### src/rtl/snake_unzip_if.sv
// Stream-side and lane-side signals of the round-robin 1-to-4 splitter.
// The slave modport is the splitter, the master modport is its environment.
interface snake_unzip_if #(
    parameter int WIDTH = 8
);
    logic               in1_valid;
    logic [WIDTH-1:0]   in1;
    logic               in1_ready;
    logic [3:0]         out_valid;
    logic [4*WIDTH-1:0] out_data;
    logic [3:0]         out_ready;
    logic [1:0]         lane_sel;
    logic [15:0]        beat_cnt;

    modport master (
        output in1_valid, in1, out_ready,
        input  in1_ready, out_valid, out_data, lane_sel, beat_cnt
    );

    modport slave (
        input  in1_valid, in1, out_ready,
        output in1_ready, out_valid, out_data, lane_sel, beat_cnt
    );
endinterface

### src/rtl/snake_unzip.sv
// Splits one input stream round-robin onto four lanes, each backed by a
// small FIFO. Lane order is strict: a full target lane stalls the input.
module snake_unzip #(
    parameter int WIDTH = 8,
    parameter int DEPTH = 2
) (
    input  logic          clk,
    input  logic          rst,
    snake_unzip_if.slave  bus
);
    localparam int          AW       = $clog2(DEPTH);
    localparam logic [AW:0] FULL_OCC = DEPTH;
    localparam logic [AW:0] ONE_OCC  = 1;
    localparam logic [AW-1:0] ONE_PTR = 1;

    logic [1:0]         lane_sel_reg;
    logic [15:0]        beat_cnt_reg;
    logic               up_reg;
    logic [3:0]         full;
    logic [3:0]         push;
    logic [3:0]         pop;
    logic [3:0]         valid_vec;
    logic [4*WIDTH-1:0] data_vec;
    logic               accept;

    // Ready is derived only from registered state, so there is no path from out_ready.
    assign bus.in1_ready = up_reg & ~full[lane_sel_reg];
    assign accept        = bus.in1_valid & bus.in1_ready;
    assign bus.out_valid = valid_vec;
    assign bus.out_data  = data_vec;
    assign bus.lane_sel  = lane_sel_reg;
    assign bus.beat_cnt  = beat_cnt_reg;

    always_ff @(posedge clk or posedge rst) begin
        if (rst) begin
            up_reg       <= 1'b0;
            lane_sel_reg <= 2'd0;
            beat_cnt_reg <= 16'd0;
        end else begin
            up_reg <= 1'b1;
            if (accept) begin
                lane_sel_reg <= lane_sel_reg + 2'd1;
                beat_cnt_reg <= beat_cnt_reg + 16'd1;
            end
        end
    end

    generate
        for (genvar gi = 0; gi < 4; gi++) begin : g_lane
            logic [WIDTH-1:0] mem_reg [DEPTH];
            logic [AW-1:0]    wr_ptr_reg;
            logic [AW-1:0]    rd_ptr_reg;
            logic [AW:0]      occ_reg;

            assign full[gi]      = (occ_reg == FULL_OCC);
            assign valid_vec[gi] = (occ_reg != '0);
            assign push[gi]      = accept & (lane_sel_reg == 2'(gi));
            assign pop[gi]       = valid_vec[gi] & bus.out_ready[gi];
            assign data_vec[gi*WIDTH +: WIDTH] = mem_reg[rd_ptr_reg];

            // Storage is cleared on reset so the lane heads read as zero.
            always_ff @(posedge clk or posedge rst) begin
                if (rst) begin
                    for (int k = 0; k < DEPTH; k++) begin
                        mem_reg[k] <= '0;
                    end
                    wr_ptr_reg <= '0;
                    rd_ptr_reg <= '0;
                    occ_reg    <= '0;
                end else begin
                    if (push[gi]) begin
                        mem_reg[wr_ptr_reg] <= bus.in1;
                        wr_ptr_reg          <= wr_ptr_reg + ONE_PTR;
                    end
                    if (pop[gi]) begin
                        rd_ptr_reg <= rd_ptr_reg + ONE_PTR;
                    end
                    case ({push[gi], pop[gi]})
                        2'b10:   occ_reg <= occ_reg + ONE_OCC;
                        2'b01:   occ_reg <= occ_reg - ONE_OCC;
                        default: occ_reg <= occ_reg;
                    endcase
                end
            end
        end
    endgenerate
endmodule

### src/flat_wrapper.sv
// flat-port wrapper written by rule: the top's interface ports become plain ports
module snake_unzip_flat 
#(
    parameter int WIDTH = 8,
    parameter int DEPTH = 2
)
  (clk, rst, bus_in1_valid, bus_in1, bus_out_ready, bus_in1_ready, bus_out_valid, bus_out_data, bus_lane_sel, bus_beat_cnt);
  snake_unzip_if #(.WIDTH(WIDTH)) bus_i ();
  input  logic clk;
  input  logic rst;
  input wire logic [$bits(bus_i.in1_valid)-1:0] bus_in1_valid;
  input wire logic [$bits(bus_i.in1)-1:0] bus_in1;
  input wire logic [$bits(bus_i.out_ready)-1:0] bus_out_ready;
  output wire logic [$bits(bus_i.in1_ready)-1:0] bus_in1_ready;
  output wire logic [$bits(bus_i.out_valid)-1:0] bus_out_valid;
  output wire logic [$bits(bus_i.out_data)-1:0] bus_out_data;
  output wire logic [$bits(bus_i.lane_sel)-1:0] bus_lane_sel;
  output wire logic [$bits(bus_i.beat_cnt)-1:0] bus_beat_cnt;
  assign bus_i.in1_valid = bus_in1_valid;
  assign bus_i.in1 = bus_in1;
  assign bus_i.out_ready = bus_out_ready;
  assign bus_in1_ready = bus_i.in1_ready;
  assign bus_out_valid = bus_i.out_valid;
  assign bus_out_data = bus_i.out_data;
  assign bus_lane_sel = bus_i.lane_sel;
  assign bus_beat_cnt = bus_i.beat_cnt;
  snake_unzip #(.WIDTH(WIDTH), .DEPTH(DEPTH)) u_core (.clk(clk), .rst(rst), .bus(bus_i));
endmodule
### config.mk
export PLATFORM = sky130hd
export DESIGN_NAME = snake_unzip_flat
export DESIGN_NICKNAME = d
export VERILOG_FILES = /design/src/rtl/snake_unzip_if.sv /design/src/rtl/snake_unzip.sv /design/src/flat_wrapper.sv
export SDC_FILE = /design/constraint.sdc
export NUM_CORES = 1
export LEC_CHECK = 0
export BUFFER_PORTS_ARGS = -buffer_cell sky130_fd_sc_hd__buf_2
export CORE_MARGIN = 2
export CORE_UTILIZATION = 60
export CTS_CLUSTER_SIZE = 25
export DETAILED_ROUTE_END_ITERATION = 16
export GPL_TIMING_DRIVEN = 0
export PLACE_DENSITY = 0.84
export RECOVER_POWER = 100
export SETUP_SLACK_MARGIN = 0.5
export SLEW_MARGIN = 20
export SYNTH_ARGS = -nofsm -noshare
export SYNTH_HDL_FRONTEND = slang
export SYNTH_SLANG_ARGS = --single-unit
### constraint.sdc
create_clock -name clk -period 5 [get_ports clk]
set_clock_uncertainty 0.05 [all_clocks]
set_input_delay 0 -clock clk [delete_from_list [all_inputs] [get_ports clk]]
set_output_delay 0 -clock clk [all_outputs]
set_load 0.01 [all_outputs]
==> Yosys cells after proc, flatten, opt, wreduce, memory -nomap -nowiden <==
Cells that the tools add are included.
{ "classes": {"n_addsub": 18, "n_lt_le_gt_ge": 13, "n_eq_ne": 15, "mux": 30, "bitwise": 19, "n_reduce_logical": 13} }
{ "op_table": {"columns": ["op", "count"], "rows": [
  ["two-way mux 8 bit", 16],
  ["bitwise mux 16 bit", 4],
  ["demux 8 bit (select 1 bit)", 4],
  ["== test 2 bit (second input constant)", 10],
  ["adder 16 x 1 -> 16 bit (second input constant)", 1],
  [">= comparator 2 bit (second input constant)", 8],
  ["NOT 1 -> 2 bit", 8],
  ["one-hot mux 2 bit (2 select lines)", 4],
  ["nonzero test 2 bit", 8],
  ["adder 2 x 1 -> 2 bit (second input constant)", 5],
  ["AND 1 bit", 10],
  ["== test 2 x 1 -> 1 bit (second input constant)", 5],
  ["adder 1 bit (second input constant)", 8],
  ["less-than comparator 2 x 1 -> 1 bit (second input constant)", 4],
  ["subtractor 2 x 1 -> 2 bit (second input constant)", 4],
  ["logical AND 1 bit", 4],
  ["less-than comparator 2 x 3 -> 1 bit (second input constant)", 1],
  ["binary-select mux 1 bit (select 2 bit)", 1],
  ["zero test 2 bit", 1],
  ["two-way mux 1 bit", 1],
  ["NOT 1 bit", 1]
]} }
{ "word_totals": {"regBits": 99, "inputBits": 15, "out_inout_bits": 55, "wordCells": 131} }

==> Depth between registers and ports, before layout <==
Gate-level depths: netlist (run 1).
{ "logic_depth": {"depth_word": 9, "mapped_depth": 8, "ltp_nobuf": 7} }

==> Worst setup path before layout (run 1) <==
No wires, ideal clock.
{ "synth_path": {"path_kind": "reg-to-reg", "from": "reg u_core.lane_sel_reg[1] (netlist: u_core.bus.lane_sel[1])", "to": "reg u_core.g_lane[1].mem_reg[0] in the netlist's numbering", "setup_ns": 0.125, "t_arrival_ns": 2.224, "t_required_ns": 4.825, "slack_ns": 2.601, "stages_incl_launch_ff": 7, "path_buffers": 2, "period_less_slack_ns": 2.399, "cell_sequence": "dfrtp_1 and4b_1 or4_1 buf_4 buf_6 nor3_4 mux2_2"} }
{ "synth_via": {"elab_chain_len": 6, "word_cells_on_any_way": 7, "classes_between": "eq/ne (1); mux (2); bitwise (4)"} }
{ "synth_lines": {"columns": ["item", "line_no", "text"], "rows": [
  ["from (decl)", "snake_unzip.sv:16", "logic [1:0] lane_sel_reg;"],
  ["from (signal assigned)", "snake_unzip.sv:42", "lane_sel_reg <= lane_sel_reg + 2'd1;"],
  ["binary-select mux 1 bit (select 2 bit)", "snake_unzip.sv:27", "assign bus.in1_ready = up_reg & ~full[lane_sel_reg];"],
  ["two-way mux 1 bit (implied by the code)", "snake_unzip.sv:27", null],
  ["NOT 1 bit", "snake_unzip.sv:27", null],
  ["AND 1 bit", "snake_unzip.sv:27", null],
  ["AND 1 bit", "snake_unzip.sv:28", "assign accept = bus.in1_valid & bus.in1_ready;"],
  ["AND 1 bit *", "snake_unzip.sv:57", "assign push[gi] = accept & (lane_sel_reg == 2'(gi));"],
  ["to (signal, indexed assignment)", "snake_unzip.sv:72", "mem_reg[wr_ptr_reg] <= bus.in1;"],
  ["to (decl)", "snake_unzip.sv:50", "logic [WIDTH-1:0] mem_reg [DEPTH];"]
]} }
Mark *: on every way between the ends. The rest lies on a longest branch, timed or not. The select of a mux whose other input is x is not followed.
A chain may end at the register's enable or synchronous reset.

==> Worst setup path after layout (run 1) <==
{ "layout_path": {"from": "reg u_core.lane_sel_reg[1] (netlist: u_core.bus.lane_sel[1])", "to": "reg u_core.g_lane[1].mem_reg[8] in the netlist's numbering"} }
The elaborated chain is that of the path after synthesis.

==> results.json, run 1 <==
{
  "vias": 2894,
  "ios": 70,
  "p_leak_nw": 2.323,
  "worst_pin_slew_ns": 1.885,
  "synthesis.nets": 352,
  "slew_headroom": -0.2634,
  "dr.pass1.iters": 4,
  "h-tree-depth": 3,
  "stdcell_count": 526,
  "synth_cell_types": 28,
  "vdd_drop_max_mv": 0.3405,
  "fin_ws_ns": 1.482,
  "cts_root_buf": "clkbuf_8",
  "cts.sinks": 99,
  "drv_slew": 78,
  "crit_type": "register to register",
  "track_usage": 0.2382,
  "fp.dieW_um": 91.21,
  "post_cts_buffers": 0,
  "violations": "max-capacitance violations, max-slew violations",
  "fillCellCount": 547,
  "seq_area_frac_synth": 0.5429,
  "die_area_sq_mm": 0.008318,
  "rows": 31,
  "die_h_um": 91.21,
  "syn2layout_area_growth_pct": 15.11,
  "setup_viol": 0,
  "ys_ff_latch": 99,
  "wl_per_cell_um": 17.64,
  "yosys_warnings": 0,
  "largest_reg_flops": 64,
  "cts_buffer_depth": 2,
  "finalHoldViolCount": 0,
  "status": "finished, violations left",
  "antenna_found_initial": 0,
  "synth_area_sq_mm": 0.004563,
  "required_ns": 5.20,
  "fin_nets": 446,
  "initial_core_util": 0.6258,
  "clk_latency_ns": 0.36,
  "dp_hpwl_mm": 6.258,
  "p_per_area_mw_per_mm2": 622.2,
  "dp.cells": 497,
  "grt_first_pass_wirelength_mm": 15.27,
  "crit_fanout": 8,
  "gp_congestion": 0.7372,
  "hp-class": "primary input to register",
  "dpl_worst_slack_ns": 2.236,
  "cp.arrival_ns": 3.72,
  "drtIter0Drc": 93,
  "cts_tree": "done",
  "final_antenna_net_count": 0,
  "core_sq_mm": 0.007292,
  "fmax_mhz": 284.3,
  "grt-ovfl-total": 0,
  "cts_buffers": 9,
  "viasPerCell": 5.502,
  "port_buffers": 69,
  "crit_path_end_kind": "register",
  "cp-start-kind": "register",
  "ys.flop_type": "dfrtp_1",
  "synth_edf_count": 0,
  "avgSynthCellArea_sq_um": 13.91,
  "place_area_sq_mm": 0.005065,
  "wl_mm": 9.281,
  "fin_crit_sh": 0.7036,
  "finalSetupTns_ns": 0,
  "grt_max_degree": 59,
  "final_layout_size_suffix_gt1_frac": 0.3044,
  "diodes": 0,
  "rsz0062_at_grt": "false",
  "grt_pass1_vias": 3023,
  "final_area_sq_mm": 0.005253,
  "post-route-min-period_ns": 3.518,
  "syn_inst": 328,
  "clk_pin_slew_ns": 0.09,
  "maxCapViolations": 5,
  "drc": 0,
  "ys_async_sr_fraction": 1.000
}
==> cells by family after synthesis <==
| group | synth area share |
|---|---|
| AOI/OAI and AO/OA | 0.001096 |
| xor gates and xnor gates | 0.06910 |
| adders and majority gates | 0.02468 |
| buffers and inverters | 0.01645 |
| DFF | 0.5429 |
| muxes | 0.2394 |
| other | 0.0008218 |
| and+or+nand+nor | 0.1056 |
==> cell type report <==
type	instances	area (sq um)	share of cell area
repair buffers	83	437.9	0.08337
clock inverters	5	82.58	0.01572
well taps	99	123.9	0.02358
inverters	8	31.28	0.005955
clock buffers	11	151.4	0.02882
plain buffers	9	33.78	0.006432
flip-flops and latches	99	2477	0.4717
multi-input cells	212	1914	0.3645
==> repair_timing <==
action	in CTS	in global routing
hold endpoints to repair	167	0
gates resized for setup	0	0
hold buffers	13	0
==> synthesized netlist by cell type (6+ instances only) <==
library cell,count,area (sq um)
and2_1,7,43.79
xnor2_1,20,175.2
clkbuf_1,7,26.28
dfrtp_1,99,2477
xor2_1,16,140.1
nand3_1,14,70.07
mux2_2,97,1092
ha_1,9,112.6
nor4_1,6,37.54
inv_1,8,30.03
nand2_1,7,26.28
==> per-layer routing <==
layer,share of wire,wire length (um),GRT usage
met1,0.44,4087,0.3096
met2,0.50,4681,0.4037
met3,0.038,353,0.03817
met4,0.017,159,0.09091
met5,0,0,0
==> critical path: stages (launching register included) <==
cell	delay, ns
dfrtp_1	0.47
and4b_1	0.25
or4_1	0.51
clkbuf_1	0.20
nor4_1	1.48
mux2_2	0.44
==> per-stage QoR <==
stage	utilization	power, W	hold WS (ns)
after floorplan	-	0.002353	0.1017
after global placement	0.6901	0.002728	0.3013
after detailed placement	0.6946	0.002816	-0.01386
after CTS	0.7445	0.003423	0.1249
after global routing	0.7203	0.003466	0.2931
final	0.7203	0.003268	0.2419
==> power breakdown <==
| part | total, W | leakage (nW) | switching [W] | internal (W) |
|---|---|---|---|---|
| sequential | 0.00138 | 1.24 | 0.000233 | 0.00114 |
| clock | 0.000588 | 0.120 | 0.000277 | 0.000311 |
| combinational | 0.00130 | 0.967 | 0.000652 | 0.000652 |
| total | 0.00327 | 2.32 | 0.00116 | 0.00211 |
==> final timing paths <==
check,from,endpoint,slack (ns),cells after the start
worst min-delay path,bus_in1_valid,u_core.bus.lane_sel[1],0.24,5
min in group asynchronous,rst,u_core.g_lane[3].occ_reg[1],0.60,3
worst min register to register,u_core.g_lane[0].occ_reg[1],u_core.g_lane[0].occ_reg[1],0.44,1
worst max-delay path,u_core.bus.lane_sel[1],u_core.g_lane[1].mem_reg[8],1.48,5
worst max register to register,u_core.bus.lane_sel[1],u_core.g_lane[1].mem_reg[8],1.48,5
max in group asynchronous,rst,u_core.g_lane[1].mem_reg[1],3.36,4
==> cell usage in the layout (no fill, tap or decap), types with 2 or more instances in the layout <==
cell and count:
and3_1 3, nand4_1 5, dlygate4sd3_1 13, nor4_1 10
dfrtp_1 99, clkbuf_8 11, nand3_1 14, ha_1 9
nand2_1 7, xnor2_1 20, xor2_1 16, nor4bb_1 2
inv_1 7, buf_2 17, mux2_2 91, bufinv_16 2
nor3_1 6, mux2_1 6, and2_1 2, nor2_1 6
or2_2 4, and2_0 5, clkbuf_1 61
(Power assumes the default switching activity.)
==> run 2, diff against run 1 <==
- ABC_AREA: default -> 1
- CORE_UTILIZATION: 60 -> 58
- PLACE_DENSITY: 0.84 -> 0.8
- clock period: 5 -> 3.3 ns (I/O delays scaled with it)
==> results.json, run 2 <==
{
  "synth_common_cells": "nand2_1, dfrtp_1, inv_1, nand3_1, o21bai_1",
  "fp.dieW_um": 99.97,
  "drv_slew": 51,
  "crit_fanout": 10,
  "dp.cells": 819,
  "fillCellCount": 797,
  "ios": 70,
  "fin_ws_ns": 0.6286,
  "grt_max_degree": 52,
  "required_ns": 3.49,
  "final_layout_size_suffix_gt1_frac": 0.05978,
  "diodes": 0,
  "crit_type": "register to register",
  "fin_nets": 756,
  "synth_cell_types": 28,
  "dp_hpwl_mm": 8.434,
  "drc": 0,
  "port_buffers": 60,
  "maxCapViolations": 1,
  "slew_headroom": -0.3512,
  "ys_ff_latch": 99,
  "cp.arrival_ns": 2.87,
  "clk_pin_slew_ns": 0.10,
  "crit_chain": "inv_1 > nand3_1 > nand3_2 > nand2_1 > nand4_1 > clkbuf_1 > ha_1 > a21oi_1 > o21ai_0 > xor2_1",
  "cts_buffer_depth": 2,
  "crit_path_end_kind": "register",
  "ys.flop_type": "dfrtp_1",
  "cts.repair.resized": 0,
  "vdd_drop_max_mv": 0.4522,
  "clk_latency_ns": 0.37,
  "grt-ovfl-total": 0,
  "yosysTopAreaCellShare": 0.4638,
  "dpl_worst_slack_ns": 0.9110,
  "final_antenna_net_count": 0,
  "p_leak_nw": 2.818,
  "largest_reg_flops": 64,
  "syn2layout_area_growth_pct": 11.31,
  "viasPerCell": 5.358,
  "finalSetupTns_ns": 0,
  "worst_pin_slew_ns": 2.025,
  "rsz0062_at_grt": "false",
  "layout_common_cells": "nand2_1, dfrtp_1, inv_1, clkbuf_1, nand3_1",
  "vias": 4538,
  "synth_edf_count": 0,
  "final_core_util": 0.6559,
  "dr.pass1.iters": 4,
  "wl_mm": 12.42,
  "finalHoldViolCount": 0,
  "core_sq_mm": 0.009065,
  "status": "finished, violations left",
  "violations": "max-capacitance violations, max-slew violations",
  "post-route-min-period_ns": 2.671,
  "seq_area_frac_synth": 0.4638,
  "track_usage": 0.2620,
  "post_cts_buffers": 0,
  "grt_pass1_vias": 4401,
  "avgSynthCellArea_sq_um": 8.256,
  "ys_async_sr_fraction": 1.000,
  "p_total_w": 0.005508,
  "rows": 35,
  "cp-start-kind": "register",
  "yosys.area.top_type": "dfrtp_1",
  "die_h_um": 99.97,
  "reg2reg_slack_ns": 0.63,
  "stdcell_count": 847,
  "yosys_warnings": 0,
  "syn_inst": 647,
  "fmax_mhz": 374.3,
  "cp_top_family": "simple AND/OR/NAND/NOR gates",
  "synth_area_sq_mm": 0.005341,
  "grt_first_pass_wirelength_mm": 20.76,
  "hp-class": "primary input to register",
  "drtIter0Drc": 273,
  "setup_viol": 0,
  "p_per_area_mw_per_mm2": 926.5,
  "cts_buffers": 9,
  "critical_path_buf_inv_count": 2,
  "gp_congestion": 0.8746,
  "die_area_sq_mm": 0.009993,
  "slowest_stage": "dfrtp_1",
  "final_common_cell": "nand2_1",
  "cts_tree": "done",
  "synth.area.top_cells": "dfrtp_1, nand2_1, o21bai_1, nand3_1, inv_1",
  "initial_core_util": 0.5892,
  "hold_buffers": 13,
  "yosysMostFrequentCell": "nand2_1",
  "wl_per_cell_um": 14.67,
  "fin_crit_sh": 0.8095,
  "cts_root_buf": "clkbuf_8",
  "slowest_delay_ns": 0.46,
  "cts.sinks": 99,
  "h-tree-depth": 3,
  "synthesis.nets": 671,
  "antenna_found_initial": 0
}
-- run 2: worst paths after layout --
path	start	endpoint	depth (start not counted)
min reg2reg	u_core.g_lane[0].occ_reg[0]	u_core.g_lane[0].occ_reg[0]	1
min in group asynchronous	rst	u_core.g_lane[0].rd_ptr_reg	3
max in group asynchronous	rst	u_core.g_lane[2].mem_reg[14]	3
min	bus_in1_valid	u_core.g_lane[0].wr_ptr_reg	3
max reg2reg	u_core.bus.lane_sel[0]	u_core.g_lane[2].occ_reg[1]	10
max	u_core.bus.lane_sel[0]	u_core.g_lane[2].occ_reg[1]	10
-- run 2: layer usage --
layer / routed length (um) / vias to the layer above / share of wire / track usage
met4: 273 / 0 / 0.022 / 0.08535
met3: 676 / 20 / 0.054 / 0.04875
met1: 5514 / 2170 / 0.44 / 0.3584
met5: 0 / - / 0 / 0
met2: 5959 / 133 / 0.48 / 0.4262
li1: - / 2215 / - / -
-- run 2: per-stage QoR --
| step | cell area [sq um] | hold slack, ns |
|---|---|---|
| 3_5_place_dp | 5813 | 0.02742 |
| 3_3_place_gp | 5781 | 0.2486 |
| 5_1_grt | 5946 | 0.2171 |
| 4_1_cts | 6127 | 0.1041 |
| 2_1_floorplan | 5341 | 0.1282 |
| 6_report | 5946 | 0.1852 |
-- run 2: area by class of cell --
class	count	area (sq um)	area share
sequential	99	2477	0.4167
clock buffer	11	131.4	0.02210
buffer	41	181.4	0.03051
tap	111	138.9	0.02336
clock inverter	4	52.55	0.008838
multi-input combinational	406	2195	0.3691
inverter	101	379.1	0.06376
timing repair buffer	74	390.4	0.06566
-- run 2: where the power goes --
part	leakage, nW	switching (W)	internal [W]
combinational	1.58	0.00169	0.000949
sequential	1.16	0.000311	0.00179
clock	0.0816	0.000422	0.000347
total	2.82	0.00243	0.00308
-- run 2: worst register-to-register path: stages, from the launching register on --
cell and delay [ns]:
dfrtp_1 0.46, inv_1 0.21, nand3_1 0.13, nand3_2 0.09, nand2_1 0.12, nand4_1 0.34, clkbuf_1 0.43, ha_1 0.35
a21oi_1 0.12, o21ai_0 0.11, xor2_1 0.15
-- run 2: kinds of logic (layout without fill, tap and decap cells) --
family / Yosys count / after routing / share of synthesized area
AO/OA/AOI/OAI: 118 / 118 / 0.1410
flip-flops: 99 / 99 / 0.4638
adder cells (fa/ha/maj): 9 / 9 / 0.02108
AND/OR/NAND/NOR: 254 / 254 / 0.2218
XOR/XNOR: 24 / 24 / 0.03935
other: 1 / 1 / 0.0007021
buffers and inverters: 142 / 231 / 0.1122
==> run 3, diff against run 2 <==
- clock period: 3.3 -> 2.5 ns (I/O delays scaled with it)
==> results.json, run 3 (synthesis results as in run 2) <==
{
  "crit_path_end_kind": "register",
  "slowest_delay_ns": 0.55,
  "fin_crit_sh": 0.8593,
  "vdd_drop_max_mv": 0.6298,
  "finalSetupTns_ns": 0,
  "ios": 70,
  "cts.sinks": 99,
  "drtIter0Drc": 247,
  "required_ns": 2.76,
  "fp.dieW_um": 99.97,
  "wl_mm": 13.42,
  "final_common_cell": "nand2_1",
  "fmax_mhz": 465.5,
  "initial_core_util": 0.5892,
  "cts_root_buf": "clkbuf_8",
  "grt_first_pass_wirelength_mm": 21.83,
  "setup_viol": 0,
  "worst_pin_slew_ns": 0.7590,
  "grt-ovfl-total": 0,
  "wl_per_cell_um": 15.45,
  "gp_congestion": 0.9065,
  "clk_latency_ns": 0.37,
  "cts_tree": "done",
  "layout_common_cells": "nand2_1, dfrtp_1, inv_1, nand3_1, o21bai_1",
  "fin_nets": 778,
  "cts_buffers": 9,
  "syn2layout_area_growth_pct": 19.42,
  "rr_startpoint": "u_core.bus.lane_sel[0]",
  "dp_hpwl_mm": 8.783,
  "die_area_sq_mm": 0.009993,
  "reg2reg_depth": 11,
  "cp-start-kind": "register",
  "cp_top_family": "simple AND/OR/NAND/NOR gates",
  "clk_pin_slew_ns": 0.09,
  "maxCapViolations": 0,
  "diodes": 0,
  "track_usage": 0.2736,
  "met2WireLength_mm": 6.713,
  "die_h_um": 99.97,
  "final_core_util": 0.7037,
  "crit_type": "register to register",
  "met1_length_mm": 5.497,
  "final_layout_size_suffix_gt1_frac": 0.1372,
  "cp.arrival_ns": 2.40,
  "core_sq_mm": 0.009065,
  "port_buffers": 60,
  "slew_headroom": 0.4940,
  "p_leak_nw": 3.009,
  "largest_reg_flops": 64,
  "slowest_stage": "dfrtp_1",
  "viasPerCell": 5.475,
  "final_antenna_net_count": 0,
  "grt_max_degree": 32,
  "crit_chain": "inv_4 > nand3_1 > nand3_4 > nand2_8 > buf_6 > buf_4 > nand3_4 > nor2_1 > buf_6 > nand3_1 > nand2_1",
  "grt_pass1_vias": 4661,
  "drc": 0,
  "vias": 4758,
  "status": "completed",
  "hp-class": "primary input to asynchronous set/reset pin",
  "p_per_area_mw_per_mm2": 1231,
  "antenna_found_initial": 0,
  "reg2reg_slack_ns": 0.35,
  "h-tree-depth": 3,
  "cts_buffer_depth": 2,
  "top_layer": "met4",
  "post-route-min-period_ns": 2.148,
  "rsz0062_at_grt": "false",
  "drv_slew": 0,
  "critical_path_buf_inv_count": 4,
  "dr.pass1.iters": 5,
  "finalHoldViolCount": 0,
  "rows": 35,
  "r2r-end": "u_core.g_lane[3].mem_reg[12]",
  "crit_fanout": 10,
  "wl_met3_um": 836
}
run 3: cell types whose count changed in the layout (fill, tap and decap cells not counted), moves of 5 or more:
cell	before	now
buf_2	24	30
buf_4	1	17
buf_6	0	10
clkbuf_1	77	62
nand3_1	75	70
run 3: how the worst max path moves through the flow:
stage,from,to,slack (ns),cells after the start
after detailed placement,u_core.bus.lane_sel[0],u_core.g_lane[1].occ_reg[1],0.11,10
after global routing,u_core.bus.lane_sel[0],u_core.g_lane[3].mem_reg[8],0.24,11
after floorplan,u_core.bus.lane_sel[0],u_core.g_lane[1].occ_reg[1],0.47,10
final,u_core.bus.lane_sel[0],u_core.g_lane[3].mem_reg[12],0.35,11
after CTS,u_core.bus.lane_sel[0],u_core.g_lane[1].occ_reg[1],0.48,10
after global placement,u_core.bus.lane_sel[0],u_core.g_lane[1].occ_reg[1],0.23,10
run 3: worst register-to-register path: cells and delay by family, from the launching register on:
kind,cells,cell delay [ns]
buffers and inverters,4,0.48
AND/OR/NAND/NOR,7,1.00
flip-flops,1,0.55
run 3: layout make-up:
type / count / area (sq um)
plain buffers: 41 / 247.7
clock buffers: 10 / 137.6
clock inverters: 5 / 53.80
fillers: 701 / 2686
inverters: 101 / 385.4
multi-input cells: 406 / 2390
flip-flops and latches: 99 / 2477
well taps: 111 / 138.9
repair buffers: 96 / 548.0
run 3: metal layers:
metal | track usage | up-vias
met5 | 0 | -
met4 | 0.1149 | 0
met3 | 0.06198 | 36
met2 | 0.4496 | 182
met1 | 0.3518 | 2276
li1 | - | 2264
run 3: stage by stage:
| stage | total power, W | hold WS (ns) | cells | setup slack [ns] | instance area (sq um) |
|---|---|---|---|---|---|
| 2_1_floorplan | 0.005295 | 0.1282 | 647 | 0.4748 | 5346 |
| 3_3_place_gp | 0.006319 | 0.2424 | 818 | 0.2345 | 5786 |
| 3_5_place_dp | 0.006482 | -0.08389 | 821 | 0.1130 | 5846 |
| 4_1_cts | 0.007668 | 0.07399 | 856 | 0.4811 | 6290 |
| 5_1_grt | 0.008459 | 0.1861 | 869 | 0.2447 | 6379 |
| 6_report | 0.007854 | 0.1589 | 869 | 0.3518 | 6379 |
run 3: power breakdown:
part	internal, W	leakage (nW)	switching (W)
Clock	0.000482	0.102	0.000552
Sequential	0.00236	1.16	0.000463
Combinational	0.00154	1.75	0.00246
run 3: what timing repair did:
action / 4_1_cts / 5_1_grt
buffers inserted: 7 / 12
pin swaps: 1 / 8
setup endpoints to repair: 8 / 35
hold endpoints to repair: 107 / 0
cloned: 0 / 1
hold buffers: 13 / 0
resized for setup: 16 / 24
